### config.mk
export PLATFORM = sky130hd
export DESIGN_NAME = div_issue_ctrl
export DESIGN_NICKNAME = d
export VERILOG_FILES = /design/src/rtl/div_issue_ctrl.sv
export SDC_FILE = /design/constraint.sdc
export NUM_CORES = 1
export LEC_CHECK = 0
export CORE_UTILIZATION = 41
export DETAILED_ROUTE_END_ITERATION = 8
export GPL_TIMING_DRIVEN = 0
export PLACE_DENSITY = 0.77
export SETUP_SLACK_MARGIN = 0.1
export SLEW_MARGIN = 20
export SYNTH_ARGS = -nofsm -noshare
export SYNTH_HDL_FRONTEND = slang
export SYNTH_SLANG_ARGS = --single-unit
export TNS_END_PERCENT = 100
### constraint.sdc
create_clock -name clk -period 7.3 [get_ports clk]
set_clock_uncertainty 0.2 [all_clocks]
set_input_delay 1.825 -clock clk [delete_from_list [all_inputs] [get_ports clk]]
set_output_delay 1.825 -clock clk [all_outputs]
set_load 0.005 [all_outputs]
### src/rtl/div_issue_ctrl.sv
// Issue sequencer for the iterative 32-bit divider: launches DIV/DIVU, stalls EX
// while the divide runs, captures {rem,quo} into HI/LO and drains after completion or flush.
module div_issue_ctrl #(
    parameter int DRAIN_CYCLES = 2
) (
    input  logic        clk,
    input  logic        rst,
    input  logic        div_op_i,
    input  logic        div_signed_i,
    input  logic [31:0] reg1_i,
    input  logic [31:0] reg2_i,
    input  logic        flush_i,
    input  logic [63:0] div_result_i,
    input  logic        div_ready_i,
    output logic        div_start_o,
    output logic        div_signed_o,
    output logic [31:0] div_op1_o,
    output logic [31:0] div_op2_o,
    output logic        div_annul_o,
    output logic        stallreq_o,
    output logic [31:0] hi_o,
    output logic [31:0] lo_o,
    output logic        whilo_o
);

    typedef enum logic [1:0] {IDLE, BUSY, DRAIN} state_t;

    localparam int CW = $clog2(DRAIN_CYCLES + 1);

    state_t        state_q, state_d;
    logic [CW-1:0] drain_cnt_q, drain_cnt_d;
    logic          start_q, start_d;
    logic          signed_q, signed_d;
    logic [31:0]   op1_q, op1_d;
    logic [31:0]   op2_q, op2_d;
    logic          annul_q, annul_d;
    logic [31:0]   hi_q, hi_d;
    logic [31:0]   lo_q, lo_d;
    logic          whilo_q, whilo_d;

    always_comb begin
        state_d     = state_q;
        drain_cnt_d = drain_cnt_q;
        start_d     = start_q;
        signed_d    = signed_q;
        op1_d       = op1_q;
        op2_d       = op2_q;
        annul_d     = annul_q;
        hi_d        = hi_q;
        lo_d        = lo_q;
        whilo_d     = 1'b0;
        stallreq_o  = 1'b0;

        case (state_q)
            IDLE: begin
                if (div_op_i && !flush_i) begin
                    op1_d      = reg1_i;
                    op2_d      = reg2_i;
                    signed_d   = div_signed_i;
                    start_d    = 1'b1;
                    state_d    = BUSY;
                    stallreq_o = 1'b1;
                end
            end
            BUSY: begin
                stallreq_o = ~div_ready_i & ~flush_i;
                // A flush wins over a coinciding result: the instruction is dead.
                if (flush_i) begin
                    start_d     = 1'b0;
                    annul_d     = 1'b1;
                    state_d     = DRAIN;
                    drain_cnt_d = CW'(DRAIN_CYCLES - 1);
                end else if (div_ready_i) begin
                    hi_d        = div_result_i[63:32];
                    lo_d        = div_result_i[31:0];
                    whilo_d     = 1'b1;
                    start_d     = 1'b0;
                    state_d     = DRAIN;
                    drain_cnt_d = CW'(DRAIN_CYCLES - 1);
                end
            end
            DRAIN: begin
                start_d    = 1'b0;
                stallreq_o = div_op_i;
                if (drain_cnt_q == '0) begin
                    state_d = IDLE;
                    annul_d = 1'b0;
                end else begin
                    drain_cnt_d = drain_cnt_q - 1'b1;
                end
            end
            default: state_d = IDLE;
        endcase
    end

    always_ff @(posedge clk or posedge rst) begin
        if (rst) begin
            state_q     <= IDLE;
            drain_cnt_q <= '0;
            start_q     <= 1'b0;
            signed_q    <= 1'b0;
            op1_q       <= '0;
            op2_q       <= '0;
            annul_q     <= 1'b0;
            hi_q        <= '0;
            lo_q        <= '0;
            whilo_q     <= 1'b0;
        end else begin
            state_q     <= state_d;
            drain_cnt_q <= drain_cnt_d;
            start_q     <= start_d;
            signed_q    <= signed_d;
            op1_q       <= op1_d;
            op2_q       <= op2_d;
            annul_q     <= annul_d;
            hi_q        <= hi_d;
            lo_q        <= lo_d;
            whilo_q     <= whilo_d;
        end
    end

    assign div_start_o  = start_q;
    assign div_signed_o = signed_q;
    assign div_op1_o    = op1_q;
    assign div_op2_o    = op2_q;
    assign div_annul_o  = annul_q;
    assign hi_o         = hi_q;
    assign lo_o         = lo_q;
    assign whilo_o      = whilo_q;

endmodule

**Word-level counts from Yosys, hierarchy flattened**

Index checks and enable logic that the tools add are counted.

- Reductions and logical operators: 12
- Add/sub/neg operators: 1
- Equal/unequal tests: 7
- Bitwise operators: 3
- Muxes and demuxes: 21

Operators by type and width:

| operator | count |
|---|---|
| $reduce_and 3->1 | 5 |
| $mux 2 | 7 |
| $mux 1 | 9 |
| $ne 2x2->1 const B | 4 |
| $pmux 1 s3 | 2 |
| $pmux 2 s3 | 1 |
| $logic_not 2->1 | 2 |
| $pmux 2 s2 | 1 |
| $ne 3x3->1 const B | 1 |
| $reduce_bool 3->1 | 1 |
| $eq 2x1->1 const B | 1 |
| $eq 2x2->1 const B | 1 |
| $not 1->1 | 2 |
| $pmux 1 s2 | 1 |
| $reduce_and 2->1 | 1 |
| $reduce_bool 2->1 | 1 |
| $sub 2x1->2 const B | 1 |
| $and 1x1->1 | 1 |
| $logic_and 1x1->1 | 1 |
| $logic_not 1->1 | 1 |

- Register bits: 136
- Logic and storage cells: 54

**Longest topological paths before layout**

Gate-level depths: netlist (run 1).

- Depth after elaboration: 4
- Mapped depth: 6

**Least setup slack after synthesis (run 1)**

No wires, ideal clock.

- Path kind: input port to output port
- Start: input flush_i
- End: output stallreq_o
- Buffers on the path: 2
- Data required time: 5275 ps
- Stages on the path: 4
- Setup slack: 2855 ps
- Data arrival time: 2420 ps
- Cells stage by stage: nand3b_4 > buf_8 > buf_12 > a21oi_1

- Cells in the longest elaborated chain, start to end: 4
- Elaborated cells between the ends (all ways): 6

RTL lines:

| element | RTL line | source |
|---|---|---|
| start: declaration | 12 | `input logic flush_i,` |
| $logic_not 1->1 | 56 | `if (div_op_i && !flush_i) begin` |
| $logic_and 1x1->1 | 56 |  |
| $mux 1 | 56 |  |
| $pmux 1 s3 (*) | 54 | `case (state_q)` |
| end: declaration | 20 | `output logic stallreq_o,` |

Mark *: on every way between the ends. The rest lies on a longest branch, timed or not.

**Worst setup path after layout (run 1)**

Same ends and word-level chain as after synthesis.

==> impl_metrics.tcl, run 1 <==
set metrics [dict create \
    grtUsageMet1_pct 22.3 \
    rsz0062_at_grt "no" \
    grt.met3_usage_pct 6.94 \
    grt_start_max_net_pins 72 \
    grt_pass1_wl_mm 21.5 \
    path_class "in -> out" \
    ioPinCount 267 \
    place_ws_ns 1.71 \
    yosys.area.top_type "dfrtp_1" \
    synth_top_area_share_pct 59.5 \
    grt_pass1_vias 4100 \
    synth_area_leaders "dfrtp_1 (60%), mux2_4 (23%), mux2_2 (8.1%), buf_12 (3.2%), ha_1 (1.1%)" \
    antenna_left 0 \
    synth_nets 457 \
    outcome "complete, no violations" \
    io_buffer_count 266 \
    ctsResizeCount 0 \
    cp_data_arrival_time_ns 3.58 \
    slew_violations 0 \
    nNetsFinal 743 \
    post-synth-top-count-cell "dfrtp_1" \
    rows 42 \
    relSlewSlack_pct 68.2 \
    vias_per_cell 4.70 \
    cts_setup_buffers 0 \
    core_um2 13400 \
    worstMarginPinSlew_ns 0.477 \
    busiest_layer "met2" \
    wl_per_cell_um 17.2 \
    syn_avg_cell_area_um2 18.0 \
    clockBufferDepth 2 \
    grtUsageMet2_pct 33.4 \
    max_freq_ghz 0.178 \
    hold_viol 0 \
    synth-main-ff-cell "dfrtp_1" \
    drt-total-wl_mm 13.7 \
    post-route-drc-count 0 \
    grt.total_usage_pct 19.8 \
    fin_crit_ns 5.60 \
    synthesis.area_um2 5720 \
    clock_sinks 136 \
    ys_seq_area_share_pct 59.5 \
    area_growth_pct 61.8 \
    path_max_fanout 10 \
    start_util_pct 42.7 \
    fp.dieH_um 120 \
    endpoint_kind "primary output" \
    synth_seq_cells 136 \
    netlist_top_cells_count "dfrtp_1 (136), mux2_4 (88), mux2_2 (41), buf_12 (9), inv_1 (8)" \
    crit_top_cell "clkdlybuf4s50_1" \
    hold_path.class "reg -> reg" \
    drive_gt1_share_pct 28.8 \
    synth_cells 318 \
    cts_tree "yes" \
    setup_violations 0 \
    die_w_um 120 \
    dr.first_iter.drc_count 102 \
    hpwl_mm 10.3 \
    vdd_ir_drop_max_mv 0.186 \
    synth_edf_count 0 \
    start_kind "primary input" \
    path_clk_slew_ns 0.05 \
    whs_ns 0.301 \
    fin_crit_sh_pct 76.8 \
    cp.required_ns 5.28 \
    antenna_found_initial 0 \
    maxCapViolCount 0 \
    gp_congestion 0.745 \
    die-area_um2 14400 \
    leakage_uw 0.00425 \
    num_antenna_cells 0 \
    ctsHoldBuffers 0 \
    first_pass_iters 6 \
    cts_made_buffers 17 \
    insertion_delay_ns 0.41 \
    via_count 3731 \
    power.total_uw 3830 \
    synthDistinctLibCells 23 \
    fin_ws_ns 1.70 \
    slowest_delay_ns 0.54 \
    slowest_stage "clkdlybuf4s50_1" \
    async_reset_ff_share_pct 100 \
    cts-root-buf "clkbuf_16" \
    power_density_nw_per_um2 414 \
    h-tree-depth 4 \
    grt-ovfl-total 0 \
    ys_warn_count 0 \
    crit_chain "clkdlybuf4s50_1 -> nand3b_4 -> buf_8 -> buf_12 -> a21oi_1 -> clkdlybuf4s50_1" \
]
==> final cells by class <==
cell class / instances / area (um^2)
fill: 916 / 4150
sequential: 136 / 3400
timing repair buffer: 267 / 2690
multi-input combinational: 160 / 2050
clock buffer: 22 / 474
buffer: 14 / 233
tap: 176 / 220
clock inverter: 10 / 143
inverter: 8 / 37.5
==> cells in the final DEF, fill, tap and decap left out, types with 2 or more instances in the layout <==
cell,count
ha_1,5
dfrtp_1,136
nor2_1,2
clkbuf_1,2
clkbuf_8,3
buf_4,3
a21oi_1,3
bufinv_16,3
mux2_2,41
o2bb2ai_1,2
clkinvlp_4,4
clkbuf_16,17
nand2b_1,3
mux2_4,88
a211oi_1,2
mux2i_1,2
inv_1,7
o21ai_0,3
buf_12,9
nand3b_4,2
buf_8,2
clkdlybuf4s50_1,266
==> per-layer routing <==
metal | vias up | wire [um]
met5 | - | 0
li1 | 1691 | -
met3 | 26 | 1060
met4 | 0 | 391
met1 | 1860 | 5060
met2 | 154 | 7160
==> per-stage QoR <==
step / util (%) / instances / instance area (um^2) / setup TNS [ns]
after global routing: 69.1 / 793 / 9250 / 0
after CTS: 69.1 / 793 / 9250 / 0
after detailed placement: 64.5 / 761 / 8640 / 0
final: 69.1 / 793 / 9250 / 0
after global placement: 64.2 / 760 / 8600 / -17.05
after floorplan: - / 318 / 5720 / 0
==> worst max-delay path: cells and delay by family <==
family | cells | cell delay, ns
AO/OA/AOI/OAI | 1 | 0.12
buffers and inverters | 4 | 1.38
AND/OR/NAND/NOR | 1 | 0.24
==> worst paths after layout <==
kind	to	cells past startpoint	from	slack [ns]
hold reg to reg	div_signed_o	1	div_signed_o	0.30
max in group asynchronous	hi_o[14]	3	rst	4.54
setup / recovery	stallreq_o	6	flush_i	1.70
setup reg to reg	drain_cnt_q[0]	5	state_q[1]	5.40
hold / removal	div_signed_o	1	div_signed_o	0.30
min in group asynchronous	div_op2_o[30]	2	rst	1.64
==> flip-flops by register name (all words and copies together), names as in the netlist <==
signal        flops
div_op2_o        32
hi_o             32
drain_cnt_q       2
state_q           2
whilo_o           1
div_start_o       1
div_annul_o       1
lo_o             32
div_signed_o      1
div_op1_o        32
==> cells by family after synthesis <==
family	synth area share, %
fa+ha+maj	1.09
mux	31.5
simple gates	1.75
buf+inv	4.59
compound gates	1.53
flops	59.5
==> where the power goes <==
part	switching (uW)	total, uW	leakage [uW]	internal, uW
combinational	446	1620	0.00234	1170
clock	314	879	0.000289	565
sequential	204	1330	0.00162	1130
(Power assumes the default switching activity.)
==> run 2: changes to the inputs <==
- CORE_UTILIZATION: 41 -> 37
- PLACE_DENSITY: 0.77 -> 0.73
- clock period: 7.3 -> 4.7 ns (I/O delays scaled with it)
==> run 2 against run 1 <==
Against the previous run: sequential power rose by 57%; flip-flop and latch count is the same; hold slack improved by 0.0039 ns; utilization decreased by 7.7 points; critical path type unchanged; cell count up 1.9%; combinational power is 55% higher; critical path depth stayed put; largest cell class unchanged; design area up 0.35%; clock-buffer cell count unchanged.
==> impl_metrics.tcl, run 2 (synthesized netlist as in run 1, its figures left out) <==
set metrics [dict create \
    outcome "complete, no violations" \
    grt-ovfl-total 0 \
    num_antenna_cells 0 \
    mostFrequentLayoutCell "clkdlybuf4s50_1" \
    power_density_nw_per_um2 634 \
    slowest_delay_ns 0.53 \
    area_growth_pct 62.4 \
    grt_pass1_vias 4141 \
    leakage_uw 0.00427 \
    ctsResizeCount 0 \
    dr.first_iter.drc_count 110 \
    start_util_pct 37.8 \
    die_w_um 126 \
    h-tree-depth 4 \
    rsz0062_at_grt "no" \
    vdd_ir_drop_max_mv 0.303 \
    grt.total_usage_pct 18.5 \
    nNetsFinal 746 \
    grt_pass1_wl_mm 22.5 \
    cts_setup_buffers 0 \
    whs_ns 0.305 \
    cp_data_arrival_time_ns 2.96 \
    gp_congestion 0.756 \
    path_max_fanout 10 \
    crit_top_cell "clkdlybuf4s50_1" \
    fin_crit_sh_pct 92.1 \
    crit_chain "clkdlybuf4s50_1 -> nand3b_4 -> buf_8 -> buf_12 -> a21oi_1 -> clkdlybuf4s50_1" \
    slew_violations 0 \
    fill_cells 1124 \
    via_count 3682 \
    post-route-drc-count 0 \
    fin_setup_tns_ns 0 \
    path_clk_slew_ns 0.05 \
    first_pass_iters 4 \
    core_um2 15100 \
    worstMarginPinSlew_ns 0.491 \
    grt_start_max_net_pins 36 \
    wl_per_cell_um 17.2 \
    power.total_uw 5880 \
    die-area_um2 16000 \
    critPathLaunch "flush_i" \
    io_buffer_count 266 \
    hold_viol 0 \
    final_cell_mix "clkdlybuf4s50_1 (266), dfrtp_1 (136), mux2_4 (88)" \
    fp.dieH_um 126 \
    cts_made_buffers 17 \
    cp.required_ns 3.32 \
    fin_crit_ns 4.33 \
    drive_gt1_share_pct 29.4 \
    antenna_found_initial 0 \
    hpwl_mm 10.4 \
    relSlewSlack_pct 67.2 \
    ctsHoldBuffers 0 \
    setup_violations 0 \
    cts_tree "yes" \
    insertion_delay_ns 0.41 \
    path_class "in -> out" \
    hold_path.class "reg -> reg" \
    rows 45 \
    maxCapViolCount 0 \
    vias_per_cell 4.56 \
    max_freq_ghz 0.231 \
    min_from "div_op1_o[12]" \
    endpoint_kind "primary output" \
    ioPinCount 267 \
    antenna_left 0 \
    clockBufferDepth 2 \
    start_kind "primary input" \
    drt-total-wl_mm 13.9 \
    cts-root-buf "clkbuf_16" \
    r2r-start "state_q[1]" \
    slowest_stage "clkdlybuf4s50_1" \
    clock_sinks 136 \
]
[run 2: per-stage QoR]
stage	instances	cell area (um^2)	util, %	setup slack (ns)
floorplan	318	5720	-	1.56
global placement	772	8620	56.9	0.378
detailed placement	776	8710	57.5	0.396
CTS	808	9290	61.3	0.339
global route	808	9290	61.3	0.282
finish	808	9290	61.3	0.369
[run 2: worst max-delay path: cells and delay by family]
kind | cells | cell delay, ns
AOI/OAI and AO/OA | 1 | 0.17
buffers and inverters | 4 | 1.38
and+or+nand+nor | 1 | 0.23
[run 2: final timing paths]
kind | endpoint | slack, ns | depth (start not counted)
setup reg to reg | lo_o[25] | 2.81 | 6
min in group asynchronous | div_op2_o[29] | 0.94 | 2
setup / recovery | stallreq_o | 0.37 | 6
hold / removal | div_op1_o[12] | 0.30 | 1
max in group asynchronous | div_op1_o[14] | 2.66 | 4
hold reg to reg | div_op1_o[12] | 0.30 | 1
[run 2: final cells by class]
| type | instances | area, um^2 | area share [%] |
|---|---|---|---|
| clock inverter | 10 | 93.8 | 1.01 |
| tap | 188 | 235 | 2.53 |
| buffer | 14 | 233 | 2.51 |
| multi-input combinational | 160 | 2050 | 22.1 |
| inverter | 8 | 33.8 | 0.364 |
| timing repair buffer | 270 | 2750 | 29.6 |
| sequential | 136 | 3400 | 36.6 |
| clock buffer | 22 | 484 | 5.21 |
[run 2: per-layer routing]
layer	global-route usage [%]	up-vias	wire, um
met1	21.5	1843	5530
met3	6.41	10	867
met4	6.09	0	138
met2	32.0	137	7320
li1	-	1692	-
met5	0	-	0
[run 2: power by group]
part | leakage [uW] | internal [uW] | switching [uW]
Combinational | 0.00236 | 1830 | 682
Sequential | 0.00162 | 1760 | 333
Clock | 0.000279 | 784 | 500
==> run 3: changes to the inputs <==
- CTS_CLUSTER_DIAMETER: not set -> 150
==> results of run 3 <==
The final DEF is identical to that of run 2; final timing and power are the same.
